<file path="src/rtl/bp_uce_mb.sv">
// Unicore cache engine with multi-beat fills: services L1 misses (with optional
// dirty writeback), uncached loads and posted uncached stores, tracking posted-write credits.
module bp_uce_mb #(
    parameter int paddr_width_p = 40,
    parameter int block_width_p = 512,
    parameter int fill_width_p  = 128,
    parameter int assoc_p       = 8,
    parameter int credits_p     = 4,
    localparam int beats_lp     = block_width_p / fill_width_p,
    localparam int beat_w_lp    = (beats_lp > 1) ? $clog2(beats_lp) : 1,
    localparam int way_w_lp     = (assoc_p > 1) ? $clog2(assoc_p) : 1,
    localparam int cred_w_lp    = $clog2(credits_p + 1),
    localparam int blk_off_lp   = $clog2(block_width_p / 8)
) (
    input  logic                     clk_i,
    input  logic                     reset_i,
    input  logic                     req_v_i,
    output logic                     req_ready_o,
    input  logic [1:0]               req_type_i,
    input  logic [paddr_width_p-1:0] req_addr_i,
    input  logic [way_w_lp-1:0]      req_way_i,
    input  logic                     req_dirty_i,
    input  logic [paddr_width_p-1:0] req_victim_addr_i,
    input  logic [63:0]              req_data_i,
    input  logic [1:0]               req_size_i,
    output logic                     data_rd_v_o,
    output logic [way_w_lp-1:0]      data_rd_way_o,
    input  logic                     data_rd_v_i,
    input  logic [block_width_p-1:0] data_rd_data_i,
    output logic                     fill_v_o,
    input  logic                     fill_yumi_i,
    output logic                     fill_uc_o,
    output logic                     fill_last_o,
    output logic [beat_w_lp-1:0]     fill_beat_o,
    output logic [way_w_lp-1:0]      fill_way_o,
    output logic [paddr_width_p-1:0] fill_addr_o,
    output logic [fill_width_p-1:0]  fill_data_o,
    output logic                     mem_cmd_v_o,
    input  logic                     mem_cmd_ready_i,
    output logic [1:0]               mem_cmd_type_o,
    output logic [paddr_width_p-1:0] mem_cmd_addr_o,
    output logic [2:0]               mem_cmd_size_o,
    output logic [block_width_p-1:0] mem_cmd_data_o,
    input  logic                     mem_resp_v_i,
    output logic                     mem_resp_yumi_o,
    input  logic [1:0]               mem_resp_type_i,
    input  logic [block_width_p-1:0] mem_resp_data_i,
    output logic                     credits_full_o,
    output logic                     credits_empty_o
);

    typedef enum logic [2:0] {
        e_ready, e_wb_read, e_wb_send, e_rd_send,
        e_rd_wait, e_fill, e_uc_wait, e_uc_fill
    } state_e;

    localparam logic [1:0] req_uc_load_lp  = 2'd2;
    localparam logic [1:0] req_uc_store_lp = 2'd3;
    localparam logic [1:0] cmd_rd_lp       = 2'd0;
    localparam logic [1:0] cmd_wr_lp       = 2'd1;
    localparam logic [1:0] cmd_uc_rd_lp    = 2'd2;
    localparam logic [1:0] cmd_uc_wr_lp    = 2'd3;

    state_e                     state_r, state_n;
    logic [1:0]                 type_r;
    logic [paddr_width_p-1:0]   addr_r;
    logic [paddr_width_p-1:0]   victim_r;
    logic [way_w_lp-1:0]        way_r;
    logic [63:0]                uc_data_r;
    logic [1:0]                 size_r;
    logic [block_width_p-1:0]   data_r;
    logic [beat_w_lp-1:0]       beat_r;
    logic [cred_w_lp-1:0]       cred_r;
    logic                       wb_rd_sent_r;

    logic                       req_accept;
    logic                       cmd_hs;
    logic                       resp_rd_ok;
    logic                       cred_inc;
    logic                       cred_dec;
    logic [paddr_width_p-1:0]   block_addr;

    // Write responses drain at any time; read data is only taken while a read is pending.
    assign req_accept      = req_v_i & req_ready_o;
    assign cmd_hs          = mem_cmd_v_o & mem_cmd_ready_i;
    assign resp_rd_ok      = mem_resp_v_i & ~mem_resp_type_i[0]
                           & ((state_r == e_rd_wait) | (state_r == e_uc_wait));
    assign mem_resp_yumi_o = ~reset_i & ((mem_resp_v_i & mem_resp_type_i[0]) | resp_rd_ok);
    assign cred_inc        = cmd_hs & mem_cmd_type_o[0];
    assign cred_dec        = mem_resp_yumi_o & mem_resp_type_i[0];
    assign block_addr      = {addr_r[paddr_width_p-1:blk_off_lp], {blk_off_lp{1'b0}}};
    assign credits_full_o  = (cred_r == cred_w_lp'(credits_p));
    assign credits_empty_o = (cred_r == '0);
    assign data_rd_way_o   = way_r;
    assign fill_way_o      = way_r;
    assign fill_beat_o     = beat_r;

    always_comb begin
        state_n        = state_r;
        req_ready_o    = 1'b0;
        data_rd_v_o    = 1'b0;
        fill_v_o       = 1'b0;
        fill_uc_o      = 1'b0;
        fill_last_o    = 1'b0;
        fill_addr_o    = block_addr;
        fill_data_o    = data_r[beat_r*fill_width_p +: fill_width_p];
        mem_cmd_v_o    = 1'b0;
        mem_cmd_type_o = cmd_rd_lp;
        mem_cmd_addr_o = block_addr;
        mem_cmd_size_o = 3'(blk_off_lp);
        mem_cmd_data_o = data_r;

        case (state_r)
            e_ready: begin
                req_ready_o = ~credits_full_o;
                if (req_accept) begin
                    if (!req_type_i[1] && req_dirty_i)
                        state_n = e_wb_read;
                    else
                        state_n = e_rd_send;
                end
            end
            e_wb_read: begin
                data_rd_v_o = ~wb_rd_sent_r;
                if (data_rd_v_i)
                    state_n = e_wb_send;
            end
            e_wb_send: begin
                mem_cmd_v_o    = 1'b1;
                mem_cmd_type_o = cmd_wr_lp;
                mem_cmd_addr_o = victim_r;
                if (cmd_hs)
                    state_n = e_rd_send;
            end
            e_rd_send: begin
                mem_cmd_v_o = 1'b1;
                if (type_r == req_uc_load_lp) begin
                    mem_cmd_type_o = cmd_uc_rd_lp;
                    mem_cmd_addr_o = addr_r;
                    mem_cmd_size_o = {1'b0, size_r};
                end else if (type_r == req_uc_store_lp) begin
                    mem_cmd_type_o = cmd_uc_wr_lp;
                    mem_cmd_addr_o = addr_r;
                    mem_cmd_size_o = {1'b0, size_r};
                    mem_cmd_data_o = block_width_p'(uc_data_r);
                end
                if (cmd_hs) begin
                    if (type_r == req_uc_store_lp)
                        state_n = e_ready;
                    else if (type_r == req_uc_load_lp)
                        state_n = e_uc_wait;
                    else
                        state_n = e_rd_wait;
                end
            end
            e_rd_wait: begin
                if (resp_rd_ok)
                    state_n = e_fill;
            end
            e_uc_wait: begin
                if (resp_rd_ok)
                    state_n = e_uc_fill;
            end
            e_fill: begin
                fill_v_o    = 1'b1;
                fill_last_o = (beat_r == beat_w_lp'(beats_lp - 1));
                if (fill_yumi_i && fill_last_o)
                    state_n = e_ready;
            end
            e_uc_fill: begin
                fill_v_o    = 1'b1;
                fill_uc_o   = 1'b1;
                fill_last_o = 1'b1;
                fill_addr_o = addr_r;
                fill_data_o = data_r[fill_width_p-1:0];
                if (fill_yumi_i)
                    state_n = e_ready;
            end
            default: state_n = e_ready;
        endcase
    end

    // A single data register holds the victim block, then the fill/uc read data.
    always_ff @(posedge clk_i or posedge reset_i) begin
        if (reset_i) begin
            state_r      <= e_ready;
            type_r       <= '0;
            addr_r       <= '0;
            victim_r     <= '0;
            way_r        <= '0;
            uc_data_r    <= '0;
            size_r       <= '0;
            data_r       <= '0;
            beat_r       <= '0;
            cred_r       <= '0;
            wb_rd_sent_r <= 1'b0;
        end else begin
            state_r      <= state_n;
            wb_rd_sent_r <= (state_r == e_wb_read);
            if (req_accept) begin
                type_r    <= req_type_i;
                addr_r    <= req_addr_i;
                victim_r  <= req_victim_addr_i;
                way_r     <= req_way_i;
                uc_data_r <= req_data_i;
                size_r    <= req_size_i;
            end
            if (state_r == e_wb_read && data_rd_v_i)
                data_r <= data_rd_data_i;
            if (resp_rd_ok)
                data_r <= mem_resp_data_i;
            if (state_r == e_fill && fill_yumi_i)
                beat_r <= fill_last_o ? '0 : beat_r + 1'b1;
            if (cred_inc && !cred_dec)
                cred_r <= cred_r + 1'b1;
            else if (cred_dec && !cred_inc)
                cred_r <= cred_r - 1'b1;
        end
    end

    // Credit underflow/overflow means the network or cache broke the protocol.
    always_ff @(posedge clk_i) begin
        if (!reset_i) begin
            assert (!(cred_dec && !cred_inc && credits_empty_o));
            assert (!(cred_inc && !cred_dec && credits_full_o));
        end
    end

endmodule
</file>
<file path="config.mk">
export PLATFORM = sky130hd
export DESIGN_NAME = bp_uce_mb
export DESIGN_NICKNAME = d
export VERILOG_FILES = /design/src/rtl/bp_uce_mb.sv
export SDC_FILE = /design/constraint.sdc
export NUM_CORES = 2
export LEC_CHECK = 0
export BUFFER_PORTS_ARGS = -buffer_cell sky130_fd_sc_hd__buf_4
export CAP_MARGIN = 20
export CORE_AREA = 2 2 761 763
export CTS_CLUSTER_SIZE = 20
export DETAILED_ROUTE_END_ITERATION = 16
export DIE_AREA = 0 0 763 765
export MAX_ROUTING_LAYER = met4
export SLEW_MARGIN = 25
export SYNTH_ARGS = -nofsm -noshare
export SYNTH_HDL_FRONTEND = slang
export SYNTH_SLANG_ARGS = --single-unit
export TNS_END_PERCENT = 50
</file>
<file path="constraint.sdc">
create_clock -name clk_i -period 30.2 [get_ports clk_i]
set_input_delay 4.53 -clock clk_i [delete_from_list [all_inputs] [get_ports clk_i]]
set_output_delay 4.53 -clock clk_i [all_outputs]
set_load 0.005 [all_outputs]
</file>
Word level (Yosys, flattened, before mapping)
Cells that the tools add are included.
Widths: inputs -> output; s select.
{"block": "totals", "reg_bits": 672, "in_bits": 1185, "word_cells": 101}
{"block": "classes", "addsub": 3, "n_eq_ne": 19, "n_shift": 1, "muxes": 37, "n_bitwise": 14, "n_reduce_logical": 16}
{"operator": "$mux 512", "count": 5}
{"operator": "$shiftx 512x10->128", "count": 1}
{"operator": "$mux 128", "count": 1}
{"operator": "$pmux 40 s2", "count": 1}
{"operator": "$mux 3", "count": 14}
{"operator": "$pmux 3 s8", "count": 1}
{"operator": "$mux 6", "count": 3}
{"operator": "$ne 2x2->1 const B", "count": 8}
{"operator": "$eq 3x3->1 const B", "count": 5}
{"operator": "$mux 2", "count": 5}
{"operator": "$and 1x1->1", "count": 8}
{"operator": "$reduce_and 8->1", "count": 1}
{"operator": "$eq 2x2->1 const B", "count": 3}
{"operator": "$eq 3x2->1 const B", "count": 2}
{"operator": "$logic_and 1x1->1", "count": 6}
{"operator": "$logic_not 3->1", "count": 2}
{"operator": "$mux 1", "count": 5}
{"operator": "$not 1->1", "count": 4}
{"operator": "$pmux 2 s2", "count": 1}
{"operator": "$reduce_bool 2->1", "count": 2}
{"operator": "$reduce_or 2->1", "count": 2}
{"operator": "$add 3x1->3 const B", "count": 1}
{"operator": "$eq 3x1->1 const B", "count": 1}
{"operator": "$logic_not 1->1", "count": 3}
{"operator": "4 further kinds", "count": 5}

Depth between registers and ports, before layout
{"block": "depth", "word_depth": 9, "depth_mapped": 10, "depth_no_buf": 9}

Worst setup path after synthesis
No wires, ideal clock.
{"block": "synth_path", "path_type": "input port to flip-flop", "from": "input port reset_i", "to": "register cred_r[1]", "setup_time_ps": 125, "arrival_ps": 20469, "t_required_ps": 30075, "slack_ps": 9606, "cell_stages": 6, "path_buffers": 0, "cell_sequence": "inv_1 nand3_1 ha_1 inv_1 fa_1 mux2_2"}
{"block": "synth_via", "elab_chain_len": 6, "word_cells_on_any_way": 8, "classes_between": "mux (1); bitwise (3); reduce/logical (4)"}
{"element": "start: declaration", "line_no": "16", "source": "input logic reset_i,"}
{"element": "$not 1->1 *", "line_no": "88", "source": "assign mem_resp_yumi_o = ~reset_i & ((mem_resp_v_i & mem_resp_type_i[0]) | resp_rd_ok);"}
{"element": "$and 1x1->1 *", "line_no": "88"}
{"element": "$and 1x1->1 *", "line_no": "90", "source": "assign cred_dec = mem_resp_yumi_o & mem_resp_type_i[0];"}
{"element": "$logic_not 1->1", "line_no": "214", "source": "if (cred_inc && !cred_dec)"}
{"element": "$logic_and 1x1->1", "line_no": "214"}
{"element": "$mux 3 or $reduce_bool 2->1 (tied branches)"}
{"element": "end signal: assignment", "line_no": "215", "source": "cred_r <= cred_r + 1'b1;"}
{"element": "end signal: assignment", "line_no": "217", "source": "cred_r <= cred_r - 1'b1;"}
{"element": "end: declaration", "line_no": "73", "source": "logic [cred_w_lp-1:0] cred_r;"}
Every way passes the cells marked *; elsewhere a longest branch is shown, timed or not.
A chain may end at the register's enable or synchronous reset.

Worst setup path in the final report
{"block": "layout_path", "from": "register state_r[0]", "to": "output port fill_data_o[32]"}
{"block": "layout_via", "elab_chain_len": 2}
{"element": "start: declaration", "line_no": "64", "source": "state_e state_r, state_n;"}
{"element": "start signal: assignment", "line_no": "186", "source": "state_r <= e_ready;"}
{"element": "start signal: assignment", "line_no": "198", "source": "state_r <= state_n;"}
{"element": "$eq 3x3->1", "line_no": "113", "source": "case (state_r)"}
{"element": "$mux 128", "line_no": "113"}
{"element": "end: declaration", "line_no": "37", "source": "output logic [fill_width_p-1:0] fill_data_o,"}
No other way between the ends.

==> metrics.cfg <==
[timing]
max_clock_freq_mhz=99.5
min_period_ns=10.05
setup_violations=0
maxSlewViolCount=0
hold_viol_final=0
period_share_pct=33.3
setup_tns_ns=0
worst_pin_slew_ns=1.14
rsz0062_at_grt=false
fin_skew_ns=0.0916
slew-limit-headroom_pct=24.3

[worst_setup_path]
critPathMaxFanout=44
crit_type=reg -> out
critPathCapture=fill_data_o[32]
critPathLaunch=state_r[0]$_DFFE_PP0P_
r2r_end=data_r[423]$_DFFE_PP0P_
slowest_stage=nand2_4
path_cells=nand3_4 > nand2_4 > buf_4 > buf_4 > o22ai_1 > a21oi_1 > buf_4
worstSetupStartpointType=flip-flop
r2r_start=state_r[0]$_DFFE_PP0P_
critPathArrivalTime_ns=5.52
rrSetupSlack_ns=23.99
critPathRequiredTime_ns=25.67
cpPeakStageDelay_ns=0.83
worstRegToRegCells=10
cp-end-kind=output port
critical_path.most_common_cell=buf_4

[final_layout]
multi_input_area_mm2=0.0195
n_fill_cell=66200
final_cells=13600
synthToLayoutAreaGrowth_pct=69.7
layout-drive-gt1-share_pct=40.3
num-nets-final=6778
utilization_pct=11.3
seqCellArea_mm2=0.0168
finalInstanceArea_mm2=0.0650

[route]
routed_wirelength_mm=477
drtPass1Iterations=6
viasPerCell=3.03
initialDrtViolationCount=4449
vias=41300
final_antenna_net_count=0
wl_per_cell_um=35.1
drc=0

[synthesis]
ys.flop_type=dfrtp_1
yosysMostFrequentCell=dfrtp_1
async_flop_share_pct=100
synth_top_area_share_pct=43.9
syn_inst=3869
syn_area_per_cell_um2=9.90
ys_warn_count=0
synthMuxAreaShare_pct=24.5
synthAdderAreaFrac_pct=0.118
synth-compound-area-share_pct=13.0
syn-num-nets=5057
synth_xor_xnor_area_share_pct=0.0686
synth_area_leaders=dfrtp_1, mux2i_1, and2_1, mux2_1, o21ai_1
yosysSeqAreaShare_pct=43.9
synth_top_family_by_area=multiplexers
synthSimpleGateAreaFrac_pct=13.0
synth_top_area_cell=dfrtp_1
ys_ff_latch=672
synth_cell_types=42
synth_area_mm2=0.0383
synth-edff-count=0
netlist_top_cells_count=dfrtp_1, nand2_1, o21ai_1

[flow_run]
cap_violations=0

[clock_network]
clock-sinks=672
cts_resized=0
worst_skew_pair.late_latency_ns=0.87
cts_buffers=98
cts_root_buffer=clkbuf_16
cts_max_level=3
cts_buffer_depth=4
cts_setup_buffers=0
clkSlewWorstSetupHoldPaths_ns=0.06
cts_tree=yes
cts_hold_buffers=0

[global_route]
gr-usage-all-layers_pct=16.1
grt_max_degree=220
first_global_vias=39300
grt_antenna_before_repair=548
grt-ovfl-total=0
grt_pass1_wl_mm=562

[die]
fp.dieW_um=763
num_rows=279
die_h_um=765
ios=1927
core_area_mm2=0.576
start_util_pct=6.66
dieArea_mm2=0.584

[worst_hold_path]
hp-class=reg -> reg

[power]
powerDensity_mw_per_mm2=105
power_w=0.00680
ir_worst_vdd_uv=63.8
power.static_leakage_nw=26.4

[placement]
placed_area_mm2=0.0609
dp_cells=13100
port_buffers=1925
dp_hpwl_mm=423
place.gp.congestion=1.01

[run_status]
status=finished, final reports clean

-- cell usage in the layout, fill, tap and decap left out, types with 6 or more instances in the layout --
master,instances
buf_4,1985
dfrtp_1,671
nand2_1,516
o21ai_1,514
mux2i_1,513
and2_1,458
diode_2,360
o22ai_1,254
mux2_1,251
a21oi_1,129
mux2_2,128
clkbuf_16,99
clkbuf_1,28
clkbuf_8,23
clkinv_2,9
a22o_1,7
buf_12,6
-- report_power, final --
group / internal [W] / leakage (nW) / switching (W) / total (W)
combinational: 0.00156 / 16.4 / 0.00212 / 0.00368
sequential: 0.00133 / 8.34 / 0.000570 / 0.00190
clock: 0.000704 / 1.58 / 0.000519 / 0.00122
total: 0.00359 / 26.4 / 0.00321 / 0.00680
-- logic make-up after synthesis --
group,Yosys count
XOR/XNOR,3
buffers and inverters,379
AND/OR/NAND/NOR,1004
AO/OA/AOI/OAI,916
adder cells (fa/ha/maj),3
flip-flops,672
multiplexers,892
-- sequential cells by signal, summed over array words and instances, names as in the netlist --
register	count
wb_rd_sent_r	1
data_r	512
state_r	3
uc_data_r	64
cred_r	3
type_r	2
data_rd_way_o	3
size_r	2
fill_beat_o	2
victim_r	40
addr_r	40
-- critical path, delay by kind of cell (launching register included) --
kind / cells / cell delay [ns]
compound gates: 2 / 0.71
simple gates: 2 / 1.59
flops: 1 / 0.78
buf+inv: 3 / 1.46
-- area by class of cell --
type	count	share of cell area, %
timing repair buffer	1992	23.1
tap	7587	14.6
clock inverter	26	0.506
multi-input combinational	2818	30.0
sequential	672	25.9
antenna	360	1.39
inverter	8	0.0693
clock buffer	150	4.46
-- worst min path at each step --
stage	from	end	depth (start not counted)
finish	uc_data_r[2]$_DFFE_PP0P_	uc_data_r[2]$_DFFE_PP0P_	1
global placement	uc_data_r[55]$_DFFE_PP0P_	uc_data_r[55]$_DFFE_PP0P_	1
floorplan	cred_r[2]$_DFFE_PP0P_	cred_r[2]$_DFFE_PP0P_	1
detailed placement	size_r[0]$_DFFE_PP0P_	size_r[0]$_DFFE_PP0P_	1
global route	uc_data_r[58]$_DFFE_PP0P_	uc_data_r[58]$_DFFE_PP0P_	1
CTS	size_r[0]$_DFFE_PP0P_	size_r[0]$_DFFE_PP0P_	1
-- per-stage QoR --
step	setup WS [ns]	hold WS, ns
2_1_floorplan	6.81	0.455
3_3_place_gp	19.98	0.467
3_5_place_dp	20.00	0.473
4_1_cts	20.06	0.486
5_1_grt	20.03	0.499
6_report	20.15	0.486
-- routing by layer --
| metal | vias up | wire length (um) | track usage (%) |
|---|---|---|---|
| met1 | 20000 | 176000 | 16.8 |
| li1 | 17600 | - | - |
| met2 | 2969 | 184000 | 21.1 |
| met5 | - | 0 | - |
| met3 | 695 | 96000 | 14.1 |
| met4 | 0 | 21500 | 6.34 |
Note: power is estimated with default switching activity, not from simulation.
